--- src/rtl/shift_feed_fifo.sv ---
// -----------------------------------------------------------------------------
// shift_feed_fifo
//
// Byte-wide synchronous FIFO feeding an 8-bit shift register stage. A producer
// hands bytes in over a valid/ready handshake. Each buffered byte is presented
// downstream as exactly one cycle of enable=1 with dataIn valid. Pops are
// suppressed while hold is high.
//
// Ports:
//   clk      in   rising-edge clock
//   rst      in   synchronous active-high reset
//   inValid  in   producer offers inData this cycle
//   inData   in   producer byte (WIDTH bits)
//   inReady  out  FIFO can accept a byte this cycle (registered count + rst only)
//   hold     in   stall: no pop at the next edge while high
//   enable   out  one-cycle pulse per popped byte (to shift register enable)
//   dataIn   out  popped byte (to shift register dataIn), holds when no pop
//   count    out  current occupancy, 0..DEPTH
//   overflow out  sticky refused-push flag (only with SHIFT_FEED_OVF_FLAG_EN)
//
// Optional feature macro: SHIFT_FEED_OVF_FLAG_EN
//   defined   -> adds the sticky overflow output
//   undefined -> no overflow port; refused pushes are silent
// -----------------------------------------------------------------------------
module shift_feed_fifo #(
  parameter int DEPTH = 4,
  parameter int WIDTH = 8
) (
  input  logic                       clk,
  input  logic                       rst,
  input  logic                       inValid,
  input  logic [WIDTH-1:0]           inData,
  output logic                       inReady,
  input  logic                       hold,
  output logic                       enable,
  output logic [WIDTH-1:0]           dataIn,
  output logic [$clog2(DEPTH+1)-1:0] count
`ifdef SHIFT_FEED_OVF_FLAG_EN
  ,
  output logic                       overflow
`endif
);

  localparam int AW = (DEPTH > 1) ? $clog2(DEPTH) : 1;
  localparam int CW = $clog2(DEPTH + 1);
  localparam logic [CW-1:0] FULL_COUNT = CW'(DEPTH);

  // Storage array: written without reset so it maps onto RAM; the read
  // side is the registered dataIn below.
  logic [WIDTH-1:0] mem [DEPTH];

  logic [AW-1:0]    wr_ptr_reg;
  logic [AW-1:0]    rd_ptr_reg;
  logic [CW-1:0]    count_reg;
  logic [CW-1:0]    count_next;
  logic             enable_reg;
  logic [WIDTH-1:0] data_reg;

  logic push;
  logic pop;

  // Ready depends only on rst and registered occupancy, never on inValid.
  // A pop on the same edge does not free a slot for the producer when full.
  assign inReady = !rst && (count_reg != FULL_COUNT);
  assign push    = inValid && inReady;
  assign pop     = (count_reg != '0) && !hold;

  always_comb begin
    count_next = count_reg;
    unique case ({push, pop})
      2'b10:   count_next = count_reg + CW'(1);
      2'b01:   count_next = count_reg - CW'(1);
      default: count_next = count_reg;
    endcase
  end

  always_ff @(posedge clk) begin
    if (push) begin
      mem[wr_ptr_reg] <= inData;
    end
  end

  // Pointers wrap naturally because DEPTH is a power of two; count is kept
  // separately so full and empty never alias.
  always_ff @(posedge clk) begin
    if (rst) begin
      wr_ptr_reg <= '0;
      rd_ptr_reg <= '0;
      count_reg  <= '0;
      enable_reg <= 1'b0;
      data_reg   <= '0;
    end else begin
      count_reg  <= count_next;
      enable_reg <= pop;
      if (push) begin
        wr_ptr_reg <= wr_ptr_reg + AW'(1);
      end
      if (pop) begin
        rd_ptr_reg <= rd_ptr_reg + AW'(1);
        data_reg   <= mem[rd_ptr_reg];
      end
    end
  end

  assign enable = enable_reg;
  assign dataIn = data_reg;
  assign count  = count_reg;

`ifdef SHIFT_FEED_OVF_FLAG_EN
  logic overflow_reg;

  // Set on any producer offer that lands on a full FIFO; cleared only by rst.
  always_ff @(posedge clk) begin
    if (rst) begin
      overflow_reg <= 1'b0;
    end else if (inValid && (count_reg == FULL_COUNT)) begin
      overflow_reg <= 1'b1;
    end
  end

  assign overflow = overflow_reg;
`endif

endmodule

--- config.mk ---
export PLATFORM = sky130hd
export DESIGN_NAME = shift_feed_fifo
export DESIGN_NICKNAME = d
export VERILOG_FILES = /design/src/rtl/shift_feed_fifo.sv
export SDC_FILE = /design/constraint.sdc
export NUM_CORES = 1
export LEC_CHECK = 0
export BUFFER_PORTS_ARGS = -buffer_cell sky130_fd_sc_hd__buf_2
export CORE_MARGIN = 4
export CORE_UTILIZATION = 28
export CTS_CLUSTER_DIAMETER = 200
export DETAILED_ROUTE_END_ITERATION = 10
export SLEW_MARGIN = 10
export SYNTH_ARGS = -nofsm -noshare
export SYNTH_HDL_FRONTEND = slang
export SYNTH_SLANG_ARGS = --single-unit
--- constraint.sdc ---
create_clock -name clk -period 4.65 [get_ports clk]
set_clock_uncertainty 0.1 [all_clocks]
set_input_delay 0.6975 -clock clk [delete_from_list [all_inputs] [get_ports clk]]
set_output_delay 0.6975 -clock clk [all_outputs]
set_load 0.05 [all_outputs]
==> results by group <==
Status
  • Status: finished clean

Critical path
  • Setup crit end: count[2]
  • Flop2flop setup slack: between 2 and 2.5 ns
  • Worst-path fanout max: 12
  • Setup crit start kind: register
  • CP top delay family: simple AND/OR/NAND/NOR gates
  • Worst R2R End: count[2]
  • Slowest-stage cell, CP: nor3_1
  • Crit path cell chain: nor3_1, nor2_1, ha_1, inv_1, fa_1, xor2_1, or3_1, a21oi_1
  • CP Class: register to register
  • Worst Setup SP: count[2]
  • Crit. End Element: register
  • Critical path depth: 8
  • Worst-case reg-to-reg path depth: 8
  • Critical path's largest stage delay: ~0.86 ns
  • WP data required: approximately 4.8 ns
  • Critical path buffers and inverters: 1
  • RR Startpoint: count[2]
  • Arr. time, crit path: 2.72 ns

Synthesis
  • Compound-Gate Fraction of Synth Area: under 10%
  • Syn Nets: 150
  • Syn_area_per_cell: between 10 and 15 um2
  • Sequential share of the synthesized area: ~66%
  • Seq cells post-synth: 48
  • Synthesized area: about 1900 um2
  • Simple-gate share of the synthesized area: 6.55%
  • Largest family of logic cells by synthesized area: multiplexers
  • Synth warnings: 0
  • Mux cell area share after synthesis: a little over a tenth
  • Post-synthesis adder-cell area fraction: between 4 and 5%
  • Cell count after synthesis: around 130
  • XOR/XNOR share of the synthesized area: less than 1%
  • Yosys cell types: 25

Routing
  • Detailed router's first-iteration violation count: 52
  • Pre-antenna DRT Iters: 4
  • Post-route ant nets: 0
  • Routed wire per std cell: around 14 um
  • Vias: 1055
  • Via density: 4.51
  • Drt total wl: approximately 3300 um
  • Remaining DRCs: 0

Global route
  • Initial antenna violation count: 0
  • Pin count of the biggest net entering global routing: 20
  • Grt ovf: 0
  • GR Util All Layers: under 10%
  • Number of global-route vias before repair: approximately 1.1k
  • First-pass GRT wire length: 5370 um

Flow run
  • Max_cap viols: 0

Final layout
  • N_diodes: 0
  • Fillers: about 640
  • Most frequent cells in the layout: edfxtp_1 (32), buf_2 (24), dfxtp_1 (16), a21oi_1 (12), o21ai_0 (10)
  • Max reg flops: 32
  • Area Overhead vs Synth: 16.1%
  • Layout cells sized above 1: about a quarter
  • Sequential cell area: about 1300 um2
  • Commonest non-fill, non-tap cell in the layout: edfxtp_1
  • Fin nets: 174
  • Multi-input logic area: 574 um2

Power
  • Switching power: roughly 430 uW
  • Seq pwr share: 44.2%
  • Combinational share of power: 28.4%
  • Leak: approximately 0.00079 uW
  • Internal cell power: between 800 and 900 uW
  • PwrDens: approximately 570 nW/um2
  • Switching Share: about a third
  • Worst IR drop on VDD: approximately 0.00015 V
  • Power share of the clock group: between 20 and 30%

Timing
  • Final Cycle Share: 55.6%
  • Final hold viol count: 0
  • Period minus WS final: 2.59 ns
  • Fmax: 387 MHz
  • Setup TNS: 0 ns
  • Slew HR: about 30%
  • RSZ-0062 raised after global routing: no
  • Hold Worst Slack: 0.374 ns
  • Slew Limit Fails: 0
  • # setup viols final: 0
  • Slew @ Worst Pin: 1.04 ns

Clock tree
  • Root Driver: clkbuf_8
  • Clock sinks: 48
  • Clk slew on worst S/H paths: ~0.09 ns
  • Num CTS Buffers: 5
  • Max clock buf depth: 2
  • CTS resizes: 0
  • Cts hold-fix bufs: 0
  • Post-CTS setup repair buffer count: 0
  • H-Tree Depth: 2
  • CTS tree: done
  • Clk Latency, worst-skew pair: around 0.30 ns

Floorplan
  • Num rows: 29
  • Top-Level Pins: 25
  • Core Area: 6530 um2
  • Die Footprint: 8280 um2
  • Die height: 91.0 um
  • Chip Width: between 90 and 100 um
  • Starting Density: between 20% and 30%

Place
  • GPL Wtd Cong: about 0.70
  • PortBufs: 24
  • Dpl hpwl: 2300 um

Hold path
  • Hold path cells: 2
  • Hold Crit Class: register to register
[stage by stage]
stage | setup slack (ns) | cell area (um2) | util [%] | total power [uW] | cells
CTS | 2.10 | 2240 | 34.3 | 1280 | 234
detailed placement | 2.01 | 2110 | 32.2 | 935 | 226
finish | 2.06 | 2240 | 34.3 | 1270 | 234
global placement | 2.06 | 2110 | 32.2 | 927 | 226
global route | 1.89 | 2240 | 34.3 | 1350 | 234
floorplan | 1.97 | 1930 | - | 871 | 132
[cells in the mapped netlist (all sizes together)]
cell type  count  area [um2]
a211oi         1        12.5
a21oi         12        60.1
a311oi         1        15.0
a31o           1        8.76
and2           4        25.0
buf            2        18.8
clkbuf         5        20.0
clkinv         1        3.75
dfxtp         16         320
edfxtp        32         961
fa             1        20.0
ha             5        62.6
inv            8        30.0
mux2           1        11.3
mux2i          1        10.0
mux4           8         180
nand2b         1        6.26
nand3          8        40.0
nor2           7        26.3
nor3           2        10.0
o21ai         10        50.1
or3            3        18.8
xor2           2        17.5
[final cells by class]
type,count,share of cell area [%]
sequential,48,57.2
multi-input combinational,68,25.7
timing repair buffer,24,5.37
tap,77,4.30
clock buffer,6,3.24
clock inverter,2,2.68
inverter,9,1.51
[power by group through the flow]
| stage | sequential (uW) | clock [uW] | combinational [uW] |
|---|---|---|---|
| 5_1_grt | 572 | 380 | 394 |
| 3_5_place_dp | 572 | 0 | 362 |
| 2_1_floorplan | 647 | 0 | 224 |
| 6_report | 560 | 347 | 360 |
| 4_1_cts | 563 | 359 | 363 |
| 3_3_place_gp | 570 | 0 | 357 |
[logic make-up after synthesis]
kind of cell | count (synthesis)
flip-flops | 48
AO/OA/AOI/OAI | 25
adder cells (fa/ha/maj) | 6
XOR/XNOR | 2
buffers and inverters | 16
multiplexers | 10
AND/OR/NAND/NOR | 25
[metal layers]
metal,wire length (um),global-route usage [%]
met5,0,0
met4,29,2.64
met3,224,3.55
met2,1440,12.0
met1,1560,11.4
[worst min-delay path by stage]
stage / start / to / slack [ns]
6_report: dataIn[0] / dataIn[0] / 0.37
5_1_grt: dataIn[2] / dataIn[2] / 0.40
4_1_cts: dataIn[7] / dataIn[7] / 0.38
3_5_place_dp: dataIn[7] / dataIn[7] / 0.37
3_3_place_gp: dataIn[2] / dataIn[2] / 0.37
2_1_floorplan: wr_ptr_reg[0] / wr_ptr_reg[0] / 0.38
[worst reg2reg max path: stages (launching register included)]
cell and delay (ns):
dfxtp_1 0.37, nor3_1 0.86, nor2_1 0.17, ha_1 0.26, inv_1 0.07, fa_1 0.17, xor2_1 0.07, or3_1 0.31
a21oi_1 0.14
(Power assumes the default switching activity.)
